**config.mk**
```make
export PLATFORM = sky130hd
export DESIGN_NAME = ucode_datapath
export DESIGN_NICKNAME = d
export VERILOG_FILES = /design/src/rtl/ucode_pkg.sv /design/src/rtl/ucode_stack.sv /design/src/rtl/ucode_datapath.sv
export SDC_FILE = /design/constraint.sdc
export NUM_CORES = 1
export LEC_CHECK = 0
export BUFFER_PORTS_ARGS = -buffer_cell sky130_fd_sc_hd__buf_4
export CELL_PAD_IN_SITES_DETAIL_PLACEMENT = 1
export CELL_PAD_IN_SITES_GLOBAL_PLACEMENT = 2
export CORE_MARGIN = 8
export CORE_UTILIZATION = 40
export CTS_BUF_LIST = sky130_fd_sc_hd__clkbuf_8
export DETAILED_ROUTE_END_ITERATION = 16
export PLACE_DENSITY_LB_ADDON = 0.2
export SLEW_MARGIN = 10
export SYNTH_ARGS = -nofsm -noshare
export SYNTH_HDL_FRONTEND = slang
export SYNTH_SLANG_ARGS = --single-unit
```
**constraint.sdc**
```tcl
create_clock -name i_clk -period 11.1 [get_ports i_clk]
set_input_delay 1.11 -clock i_clk [delete_from_list [all_inputs] [get_ports i_clk]]
set_output_delay 1.11 -clock i_clk [all_outputs]
set_load 0.01 [all_outputs]
```
**src/rtl/ucode_pkg.sv**
```systemverilog
// Shared ALU op codes for the uCode datapath and the CPU decoder.
// Op B (MUL) is only live when the datapath is built with UCODE_ALU_MUL_EN.
package ucode_pkg;

  localparam int OP_W = 4;

  // Codes C-F are reserved and decode as NO_OP in the datapath.
  typedef enum logic [OP_W-1:0] {
    NO_OP = 4'h0,
    ADD   = 4'h1,
    SUB   = 4'h2,
    AND   = 4'h3,
    OR    = 4'h4,
    XOR   = 4'h5,
    ROL   = 4'h6,
    INC   = 4'h7,
    DEC   = 4'h8,
    NOT   = 4'h9,
    NEG   = 4'hA,
    MUL   = 4'hB
  } alu_op_e;

  function automatic logic [15:0] rol1_16(input logic [15:0] a);
    return {a[14:0], a[15]};
  endfunction

endpackage

```
**src/rtl/ucode_stack.sv**
```systemverilog
// LIFO with zero-latency TOS/NOS outputs, built as a shift register (cell 0 = TOS).
// Overflow drops the bottom cell; underflow is a no-op on the count.
module ucode_stack
  import ucode_pkg::*;
#(
  parameter int WIDTH = 16,
  parameter int DEPTH = 16
) (
  input  logic             clk_i,
  input  logic             rst_i,
  input  logic [WIDTH-1:0] data_i,
  input  logic             push_i,
  input  logic             pop_i,
  output logic [WIDTH-1:0] s0_o,
  output logic [WIDTH-1:0] s1_o,
  output logic             empty_o,
  output logic             full_o
);

  localparam int CW = $clog2(DEPTH) + 1;
  localparam logic [CW-1:0] FULL_CNT = CW'(DEPTH);

  logic [WIDTH-1:0] cells_q [DEPTH];
  logic [WIDTH-1:0] cells_d [DEPTH];
  logic [CW-1:0]    count_q;
  logic [CW-1:0]    count_d;

  always_comb begin
    cells_d = cells_q;
    count_d = count_q;
    if (push_i && pop_i) begin
      cells_d[0] = data_i;
    end else if (push_i) begin
      for (int i = 1; i < DEPTH; i++) cells_d[i] = cells_q[i-1];
      cells_d[0] = data_i;
      if (count_q != FULL_CNT) count_d = count_q + CW'(1);
    end else if (pop_i) begin
      for (int i = 0; i < DEPTH - 1; i++) cells_d[i] = cells_q[i+1];
      cells_d[DEPTH-1] = '0;
      if (count_q != '0) count_d = count_q - CW'(1);
    end
  end

  always_ff @(posedge clk_i or posedge rst_i) begin
    if (rst_i) begin
      for (int i = 0; i < DEPTH; i++) cells_q[i] <= '0;
      count_q <= '0;
    end else begin
      cells_q <= cells_d;
      count_q <= count_d;
    end
  end

  // Cells past the stored count may hold stale data, so reads there are forced to 0.
  assign s0_o    = (count_q != '0)     ? cells_q[0] : '0;
  assign s1_o    = (count_q > CW'(1))  ? cells_q[1] : '0;
  assign empty_o = (count_q == '0);
  assign full_o  = (count_q == FULL_CNT);

endmodule

```
**src/rtl/ucode_datapath.sv**
```systemverilog
// uCode CPU datapath slice: one LIFO stack plus a registered single-cycle ALU.
// Define UCODE_ALU_MUL_EN to make op B a multiply; otherwise op B holds o_data.
module ucode_datapath
  import ucode_pkg::*;
#(
  parameter int WIDTH = 16,
  parameter int DEPTH = 16
) (
  input  logic             i_clk,
  input  logic             i_rst,
  input  logic [WIDTH-1:0] i_data,
  input  logic             i_push,
  input  logic             i_pop,
  output logic [WIDTH-1:0] o_s0,
  output logic [WIDTH-1:0] o_s1,
  output logic             o_empty,
  output logic             o_full,
  input  logic [OP_W-1:0]  i_op,
  input  logic [WIDTH-1:0] i_arg0,
  input  logic [WIDTH-1:0] i_arg1,
  output logic [WIDTH-1:0] o_data
);

  logic [WIDTH-1:0] data_q;
  logic [WIDTH-1:0] data_d;

  ucode_stack #(
    .WIDTH(WIDTH),
    .DEPTH(DEPTH)
  ) u_stack (
    .clk_i  (i_clk),
    .rst_i  (i_rst),
    .data_i (i_data),
    .push_i (i_push),
    .pop_i  (i_pop),
    .s0_o   (o_s0),
    .s1_o   (o_s1),
    .empty_o(o_empty),
    .full_o (o_full)
  );

  always_comb begin
    data_d = data_q;
    case (i_op)
      ADD:     data_d = i_arg0 + i_arg1;
      SUB:     data_d = i_arg0 - i_arg1;
      AND:     data_d = i_arg0 & i_arg1;
      OR:      data_d = i_arg0 | i_arg1;
      XOR:     data_d = i_arg0 ^ i_arg1;
      ROL:     data_d = {i_arg0[WIDTH-2:0], i_arg0[WIDTH-1]};
      INC:     data_d = i_arg0 + WIDTH'(1);
      DEC:     data_d = i_arg0 - WIDTH'(1);
      NOT:     data_d = ~i_arg0;
      NEG:     data_d = -i_arg0;
`ifdef UCODE_ALU_MUL_EN
      MUL:     data_d = i_arg0 * i_arg1;
`endif
      default: data_d = data_q;
    endcase
  end

  always_ff @(posedge i_clk or posedge i_rst) begin
    if (i_rst) data_q <= '0;
    else       data_q <= data_d;
  end

  assign o_data = data_q;

endmodule

```
After elaboration in Yosys (flattened, before gate mapping)
Index checks and enable logic that the tools add are counted.

Bitwise logic cells: 5. Reductions and logical operators: 9. Add/subtract/negate cells: 7. Equal/unequal tests: 13. Magnitude comparators: 1. Mux-type cells: 10.

Operators by type and width (count): two-way mux 256 bit (2); one-hot mux 16 bit (10 select lines) (1); two-way mux 16 bit (3); two-way mux 5 bit (4); adder 16 x 1 -> 16 bit (second input constant) (1); adder 16 bit (1); bitwise AND 16 bit (1); equality test 4 x 3 -> 1 bit (second input constant) (4); negator 16 bit (1); inverter 16 bit (1); bitwise OR 16 bit (1); subtractor 16 x 1 -> 16 bit (second input constant) (1); subtractor 16 bit (1); bitwise XOR 16 bit (1); equality test 4 bit (second input constant) (3); nonzero test 10 bit (1); equality test 4 x 2 -> 1 bit (second input constant) (2); adder 5 x 1 -> 5 bit (second input constant) (1); equality test 5 bit (second input constant) (1); greater-than comparator 5 x 1 -> 1 bit (second input constant) (1); zero test 5 bit (1); != test 5 bit (second input constant) (1); nonzero test 5 bit (1); subtractor 5 x 1 -> 5 bit (second input constant) (1); other kinds (8) (9).

Word-level logic and storage cells: 63. Bits in registers: 277. Output and inout bits: 50.

Logic depth before layout (Yosys ltp)
Gate-level depths: netlist of the first run.

Depth in word-level cells: 4. Gate-level depth with buffers: 16. Gate-level depth less buffers: 15.

Cells and area by module
Synthesis of the first run repeated with hierarchy kept, for this count alone.

Cell total of the unflattened synthesis: 1669. Area, all modules: 15855.2 µm².

By module, submodules not included: ucode_stack (cells an instance 1153, seq. area each 6531.3 µm², area an instance 12140.4 µm², instances 1); ucode_datapath (cells an instance 516, seq. area each 400.4 µm², area an instance 3714.8 µm², instances 1).

Least setup slack after synthesis of the first run
No wires, ideal clock.

Path kind: input-to-reg. From: in i_op[3]. To: reg data_q[10], in the netlist o_data[10]. Cell stages on the path: 14. Arrival time: 4.593 ns. Library setup time: 0.069 ns. Setup slack: 6.438 ns. Buffers on the path: 3. Data required time: 11.031 ns. Cells stage by stage: clkbuf_1 -> or4b_1 -> o21ai_0 -> buf_2 -> buf_2 -> o21ai_0 -> a211oi_1 -> ha_1 -> a21o_1 -> a31o_2 -> a211oi_1 -> nor3b_1 -> or4b_2 -> nand3_1.

Longest elaborated chain between the ends: 2. Elaborated cells between the ends (all ways): 12. Those cells by class: eq/ne (10); mux (1); reduce/logical (1).

RTL lines: from (decl) (RTL line ucode_datapath.sv:18) `input logic [OP_W-1:0] i_op,`; equality test 4 bit (tied with other cells) (RTL line ucode_datapath.sv:44) `case (i_op)`; one-hot mux 16 bit (10 select lines) or nonzero test 10 bit (tied branches); to (signal assigned) (RTL line ucode_datapath.sv:64) `else data_q <= data_d;`; to (decl) (RTL line ucode_datapath.sv:24) `logic [WIDTH-1:0] data_q;`.

Parallel ways exist; a longest one is shown, timed or not. A chain may end at the register's enable or synchronous reset.

Final worst setup path of the first run
From: in i_op[0]. To: reg data_q[10], in the netlist o_data[10].

Same word-level chain as after synthesis.

==> out/summary.txt, run 1 <==
I/O Buffers = 105
Final Hold Viols = 0
Largest net degree at the start of global routing = 290
Gpl congestion = 0.866
Final #Nets = 1,888
Synth Cell Area = 15,800 µm²
Critical Path End Type = register
Die footprint = 46,000 µm²
Mapped Nets = 1,831
Peak VDD IR = 77.4 µV
Max Cap Violations = 0
DR iter-0 viols = 876
Critical Path RT = 11.64 ns
Worst slew margin = 14.2%
Slew Limit Fails = 0
CTS Buffer Depth = 3
RSZ-0062 raised after global routing = no
Critical-path maximum fanout = 49
Tot Pwr = 3.66 mW
Synth area leader = dfrtp_1
Fraction of layout cells with a size suffix above 1 = 11.7%
Yosys top cell area share = 44.0%
Skew final = 0.00946 ns
Vias/cell = 5.47
Initial antenna violation count = 0
First-pass GRT wire length = 71,100 µm
Setup TNS = 0 ns
Placement row count = 72
Final wirelength = 42,700 µm
R2r setup slk = 9.44 ns
Detailed Place HPWL = 28,800 µm
Via count = 12,800
Grt total ovfl = 0
Period utilisation layout = 40.7%
DRC = 0
Clk Latency, worst-skew pair = 0.60 ns
Synth Instances = 1,720
Leading post-synthesis cells by cell area = dfrtp_1 44%, mux2i_1 16%, a21oi_1 8.5%
Ant. Diodes = 0
DRT antenna net count = 0
Vias in the first global route = 13,100
Post-cts hold buffer count = 0
Pleak = 7.91 nW
Seq/Total Area, Yosys = 44.0%
Netlist cell types = 68
EDFF count, synth = 0
Startpoint types = input pin
Placed cell area = 16,900 µm²
Top_reg_cell synth = dfrtp_1
Layout fillers = 4,442
CTS Buf Count = 50
Post-synthesis register bit count = 277
Final period demand of the worst path = 4.52 ns
Share of async-settable or async-resettable flops after synthesis = 100%
I/O pin total = 106
Post-CTS Repair Setup Buffers = 0
Fmax achieved = 0.221 GHz
Core ar. = 38,700 µm²
Outcome = completed
Initial Util = 40.7%
CTS tree = done
Fin area = 17,900 µm²
Drt pass-1 iters = 5
Most frequent cell after synthesis = nor2_1
Cell Pwr Density = 204 nW/µm²
H-tree depth = 2
Synth warnings = 0
CTS Sinks = 277
Worst Hold Class = reg2reg
Routed len/inst = 18.3 µm
Clock-pin slew on the worst setup and hold paths = 0.06 ns
Die Y = 214 µm
DIE WIDTH = 214 µm
Post-CTS sizing = 0
Synth top cells by count = 278 x nor2_1, 277 x dfrtp_1, 269 x a21oi_1, 245 x mux2i_1, 83 x clkbuf_1
Final Setup Violations = 0
Worst-margin pin slew = 1.29 ns
Overall routing resource usage = 18.3%
Avg Inst Size Synth = 9.16 µm²
CP Class = in2reg
CTS root buf = clkbuf_8
Arrival @ worst endpoint = 5.05 ns
Area grow syn2layout = 13.8%
## routing by layer
| layer | track usage [%] | share of wire, % | vias to the layer above |
|---|---|---|---|
| li1 | - | - | 6204 |
| met1 | 25.1 | 48 | 6261 |
| met2 | 29.0 | 45 | 218 |
| met3 | 3.48 | 3.9 | 77 |
| met4 | 5.51 | 2.4 | 0 |
| met5 | 0 | 0 | - |
## through the flow
step                      cells  utilization (%)  hold slack (ns)  worst slack [ns]
after floorplan            1720                -            0.463              2.35
after global placement     2243             43.7            0.492              6.10
after detailed placement   2243             43.7            0.500              6.02
after CTS                  2332             46.3            0.512              6.67
after global routing       2332             46.3            0.542              6.29
final                      2332             46.3            0.510              6.58
## cell type report
class	instances	area, µm²	area share, %
multi-input cells	1258	8150	45.4
flip-flops and latches	277	6930	38.7
repair buffers	121	928	5.18
clock buffers	65	895	4.99
well taps	518	648	3.61
inverters	69	267	1.49
clock inverters	24	116	0.649
## worst paths after layout
kind	cells past startpoint	to	from
hold reg to reg	2	o_data[0]$_DFFE_PP0P_	o_data[0]$_DFFE_PP0P_
max in group asynchronous	3	o_data[2]$_DFFE_PP0P_	i_rst
setup reg to reg	6	u_stack.count_q[2]$_DFFE_PP0P_	u_stack.count_q[0]$_DFFE_PP0P_
hold / removal	2	o_data[0]$_DFFE_PP0P_	o_data[0]$_DFFE_PP0P_
min in group asynchronous	2	u_stack.cells_q[115]$_DFFE_PP0P_	i_rst
setup / recovery	13	o_data[10]$_DFFE_PP0P_	i_op[0]
## cells by family after synthesis
kind of cell	Yosys count	share of synthesized area, %
fa+ha+maj	55	4.41
buf+inv	185	4.45
simple gates	479	13.6
flops	277	44.0
compound gates	452	16.5
xor+xnor	27	1.50
mux	245	15.6
## cells in the final DEF (no fill, tap or decap), drive strengths merged, types with 4 or more instances in the layout
cell type	count
and2	18
inv	80
a31oi	10
o21a	7
o22ai	18
clkinv	11
nand2b	8
nand4	7
a211oi	15
o2111ai	4
buf	121
or3	5
a21o	7
a211o	4
mux2i	245
dfrtp	277
a21oi	269
o31ai	4
clkbuf	65
a221oi	4
o211ai	6
nor4	7
nor2b	24
nand3	26
nor3b	5
a22oi	5
o21ai	69
xnor2	17
nor3	24
o41ai	4
ha	54
nor2	278
nand2	61
xor2	10
## state kept, by name, summed over array words and instances, names as in the netlist
name / flops
u_stack.cells_q: 256
u_stack.count_q: 5
o_data: 16
## power breakdown
group	internal [mW]	switching [mW]
sequential	1.37	0.325
clock	0.525	0.437
combinational	0.473	0.528
total	2.37	1.29
## critical path: stages
cell      delay (ns)
buf_4           0.43
nand2b_1        0.48
nor2_1          0.15
nand2_1         0.29
o21ai_0         0.15
a211oi_1        0.26
ha_1            0.33
a21o_1          0.23
a31o_2          0.24
a211oi_1        0.48
nor3b_1         0.13
or4b_2          0.65
nand3_1         0.10
(Power assumes the default switching activity.)
==> inputs of run 2 (changes only) <==
Clock period 11.1 ns to 4.5 ns, I/O delays scaled along.
==> out/summary.txt, run 2 (synthesis results as in run 1) <==
Commonest non-fill, non-tap cell in the layout = nor2_1
Most frequent cells in the layout = 278 x nor2_1, 277 x dfrtp_1, 269 x a21oi_1
Final std cells w/o fill = 2,344
Crit-path most repeated cell = ha_1
Drt pass-1 iters = 5
Die footprint = 46,000 µm²
Placement row count = 72
Slew Limit Fails = 0
I/O pin total = 106
Critical Path Stages = 16
Arrival @ worst endpoint = 3.98 ns
CTS Buf Count = 50
Final period demand of the worst path = 3.52 ns
Placed insts = 2,259
Worst slew margin = 32.5%
Tot Pwr = 8.95 mW
Fraction of layout cells with a size suffix above 1 = 11.8%
Grt total ovfl = 0
Final Hold Viols = 0
CTS root buf = clkbuf_8
Crit path largest cell delay = 0.65 ns
I/O Buffers = 105
Fmax achieved = 0.284 GHz
CP Buf/Inv Count = 2
DRC = 0
Critical Path End Type = register
CTS tree = done
Pleak = 7.99 nW
Vias in the first global route = 13,000
H-tree depth = 2
Pre-CTS setup slack = 0.384 ns
Overall routing resource usage = 18.5%
CTS Buffer Depth = 3
Area grow syn2layout = 14.6%
Cell Pwr Density = 496 nW/µm²
Post-cts hold buffer count = 0
CP endpoint = o_data[15]$_DFFE_PP0P_
DR iter-0 viols = 663
DRT antenna net count = 0
Worst Hold Class = in2async
Final #Nets = 1,904
Startpoint types = input pin
Critical-path maximum fanout = 6
Post-CTS Repair Setup Buffers = 0
Die Y = 214 µm
Final wirelength = 43,400 µm
Final Setup Violations = 0
Number of cells on the worst reg-to-reg path = 6
Gpl congestion = 0.880
Largest net degree at the start of global routing = 161
DIE WIDTH = 214 µm
CP delay by family, top = simple AND/OR/NAND/NOR gates
Crit Reg-Reg Startpoint = u_stack.count_q[0]$_DFFE_PP0P_
R2r setup slk = 2.87 ns
Skew final = 0.0297 ns
First-pass GRT wire length = 71,200 µm
Ant. Diodes = 0
Hold WS = 0.0747 ns
Biggest register = u_stack.cells_q
Worst reg2reg endpoint = u_stack.count_q[2]$_DFFE_PP0P_
Final Worst Setup Slack = 0.977 ns
Vias/cell = 5.48
Setup TNS = 0 ns
Number of flip-flops in the largest register = 256
Outcome = completed
CTS Sinks = 277
RSZ-0062 raised after global routing = no
Slowest cell on crit path = or4_1
Routed len/inst = 18.5 µm
Post-CTS sizing = 0
Clk Latency, worst-skew pair = 0.62 ns
Clock-pin slew on the worst setup and hold paths = 0.06 ns
Critical Path RT = 4.96 ns
Period utilisation layout = 78.3%
Peak VDD IR = 222 µV
Worst-margin pin slew = 1.01 ns
Via count = 12,800
Max Cap Violations = 0
CP Class = in2reg
Worst Setup SP = i_arg1[0]
Core ar. = 38,700 µm²
Initial antenna violation count = 0
Initial Util = 40.7%
Detailed Place HPWL = 30,300 µm
Crit path cell chain = buf_4 -> inv_1 -> ha_1 -> nor2b_1 -> nand4_1 -> or4_1 -> a31o_2 -> o31ai_1 -> and3b_1 -> ha_1 -> a21o_1 -> a211oi_1 -> o2bb2ai_1 -> a31oi_1 -> nor4_1 -> nor3b_1
[run 2: cell count changes in the layout (fill, tap and decap cells not counted), moves of 2 or more]
cell,previous run,this run
buf_12,1,6
buf_4,119,130
clkbuf_8,65,59
clkinv_2,9,2
inv_1,78,87
inv_8,2,0
[run 2: routing by layer]
metal / global-route usage, % / share of wire (%)
met5: 0 / 0
met1: 25.1 / 47
met3: 3.96 / 4.5
met2: 29.4 / 46
met4: 5.51 / 2.0
[run 2: how the worst min path moves through the flow]
stage	endpoint	slack [ns]
floorplan	u_stack.cells_q[240]$_DFFE_PP0P_	0.46
global placement	u_stack.cells_q[253]$_DFFE_PP0P_	0.49
detailed placement	o_data[0]$_DFFE_PP0P_	0.50
CTS	u_stack.cells_q[167]$_DFFE_PP0P_	0.05
global route	u_stack.cells_q[179]$_DFFE_PP0P_	0.11
finish	u_stack.cells_q[167]$_DFFE_PP0P_	0.07
[run 2: where the power goes]
group,total [mW],internal (mW),switching [mW]
registers,4.19,3.38,0.810
logic,2.49,1.18,1.31
clock network,2.27,1.24,1.03
total,8.95,5.80,3.15
[run 2: layout make-up]
class                      instances  area [µm²]
sequential                       277        6930
fill                            4421       20700
inverter                          69         263
multi-input combinational       1258        8150
timing repair buffer             137        1110
clock inverter                    26         143
clock buffer                      59         812
tap                              518         648
[run 2: per-stage QoR]
step	util, %	cell area [µm²]
floorplan	-	15800
global placement	44.1	17100
detailed placement	44.1	17100
CTS	46.6	18100
global route	46.6	18100
finish	46.6	18100
==> inputs of run 3 (changes only) <==
Clock period 4.5 ns to 3.6 ns, I/O delays scaled along.
==> out/summary.txt, run 3 (synthesis results as in run 1) <==
Most frequent cells in the layout = 278 x nor2_1, 277 x dfrtp_1, 269 x a21oi_1
Max Cap Violations = 0
CP Class = in2reg
Clock network fraction of design power = 24.3%
Largest net degree at the start of global routing = 166
Overall routing resource usage = 17.7%
Cell-internal power = 7.17 mW
Fin util = 47.2%
Tot Pwr = 11.0 mW
Crit Reg-Reg Startpoint = u_stack.count_q[0]$_DFFE_PP0P_
Startpoint types = input pin
Clock-pin slew on the worst setup and hold paths = 0.06 ns
Placement row count = 72
Fraction of layout cells with a size suffix above 1 = 13.5%
Worst Hold Class = in2reg
Final wirelength = 41,900 µm
DIE WIDTH = 214 µm
Gate power share = 28.4%
Area grow syn2layout = 16.0%
Final period demand of the worst path = 3.33 ns
Initial Util = 40.7%
CTS root buf = clkbuf_8
Slew Limit Fails = 0
Vias in the first global route = 12,800
I/O Buffers = 105
Detailed Place HPWL = 29,100 µm
Final Worst Setup Slack = 0.270 ns
Worst Setup SP = i_op[2]
Critical Path RT = 4.05 ns
Routed len/inst = 17.6 µm
Cell Pwr Density = 604 nW/µm²
Fmax achieved = 0.300 GHz
Number of flip-flops in the largest register = 256
I/O pin total = 106
CTS Buffer Depth = 3
Die footprint = 46,000 µm²
Sw Share = 35.1%
Pre-CTS setup slack = -0.272 ns
Worst-margin pin slew = 1.36 ns
Die Y = 214 µm
RSZ-0062 raised after global routing = no
Drt pass-1 iters = 4
Vias/cell = 5.40
Worst reg2reg endpoint = u_stack.count_q[2]$_DFFE_PP0P_
First-pass GRT wire length = 68,800 µm
Commonest non-fill, non-tap cell in the layout = nor2_1
DR iter-0 viols = 782
R2r setup slk = 1.91 ns
Peak VDD IR = 224 µV
Psw = 3.87 mW
Clk Latency, worst-skew pair = 0.58 ns
CTS tree = done
Worst slew margin = 9.47%
DRT antenna net count = 0
Final #Nets = 1,938
Sequential Power Share = 47.3%
Ant. Diodes = 0
Layout fillers = 4,500
Final Setup Violations = 0
Pleak = 8.14 nW
Initial antenna violation count = 0
Final Hold Viols = 0
Arrival @ worst endpoint = 3.78 ns
CTS Buf Count = 50
Period utilisation layout = 92.5%
DRC = 0
Core ar. = 38,700 µm²
Gpl congestion = 0.876
Biggest register = u_stack.cells_q
Via count = 12,800
Post-CTS sizing = 0
Critical Path End Type = register
CTS Sinks = 277
Grt total ovfl = 0
Critical-path maximum fanout = 11
Setup TNS = 0 ns
Outcome = completed
Number of cells on the worst reg-to-reg path = 6
Skew final = 0.00762 ns
H-tree depth = 2
CP endpoint = o_data[15]$_DFFE_PP0P_
Hold WS = 0.0685 ns
[run 3: layout make-up]
class | count | area, µm² | area share, %
Multi-Input combinational cell | 1258 | 8160 | 44.6
Timing Repair Buffer | 171 | 1380 | 7.56
Clock buffer | 57 | 785 | 4.29
Sequential cell | 277 | 6930 | 37.9
Inverter | 69 | 263 | 1.44
Clock inverter | 26 | 111 | 0.609
Tap cell | 518 | 648 | 3.55
[run 3: power groups by stage]
stage | Combinational, mW | Clock (mW) | Sequential, mW
2_1_floorplan | 2.24 | 0 | 4.92
3_3_place_gp | 3.01 | 0 | 5.20
3_5_place_dp | 3.18 | 0 | 5.28
4_1_cts | 3.19 | 2.81 | 5.23
5_1_grt | 3.57 | 2.95 | 5.39
6_report | 3.14 | 2.68 | 5.22
[run 3: worst min-delay path by stage]
| stage | from | endpoint | cells after the start |
|---|---|---|---|
| 2_1_floorplan | u_stack.cells_q[240]$_DFFE_PP0P_ | u_stack.cells_q[240]$_DFFE_PP0P_ | 2 |
| 3_3_place_gp | i_rst | u_stack.cells_q[226]$_DFFE_PP0P_ | 2 |
| 3_5_place_dp | i_rst | u_stack.count_q[1]$_DFFE_PP0P_ | 2 |
| 4_1_cts | i_data[9] | u_stack.cells_q[249]$_DFFE_PP0P_ | 3 |
| 5_1_grt | i_data[14] | u_stack.cells_q[254]$_DFFE_PP0P_ | 3 |
| 6_report | i_data[9] | u_stack.cells_q[249]$_DFFE_PP0P_ | 3 |
[run 3: stage by stage]
stage | std cells | cell area [µm²]
6_report | 2376 | 18300
5_1_grt | 2376 | 18300
4_1_cts | 2376 | 18300
3_5_place_dp | 2292 | 17400
3_3_place_gp | 2292 | 17400
2_1_floorplan | 1720 | 15800
[run 3: layer usage]
metal | track usage (%) | vias to the layer above | part of all wire [%]
li1 | - | 6299 | -
met1 | 25.9 | 6291 | 51
met2 | 26.6 | 194 | 44
met3 | 3.47 | 58 | 3.7
met4 | 4.11 | 0 | 1.6
met5 | 0 | - | 0
[run 3: worst max-delay path, cell delays in order]
cell	delay [ns]
buf_4	0.11
or4b_4	0.54
o21ai_2	0.22
o21ai_0	0.15
a211oi_1	0.34
ha_1	0.27
a21oi_1	0.12
a2111oi_0	0.59
buf_4	0.21
o2111ai_1	0.24
a31oi_1	0.34
o211ai_2	0.13
nor3b_1	0.15
[run 3: what timing repair did]
item,CTS,global route
setup buffers,0,0
hold endpoints to repair,23,0
hold buffers,1,0
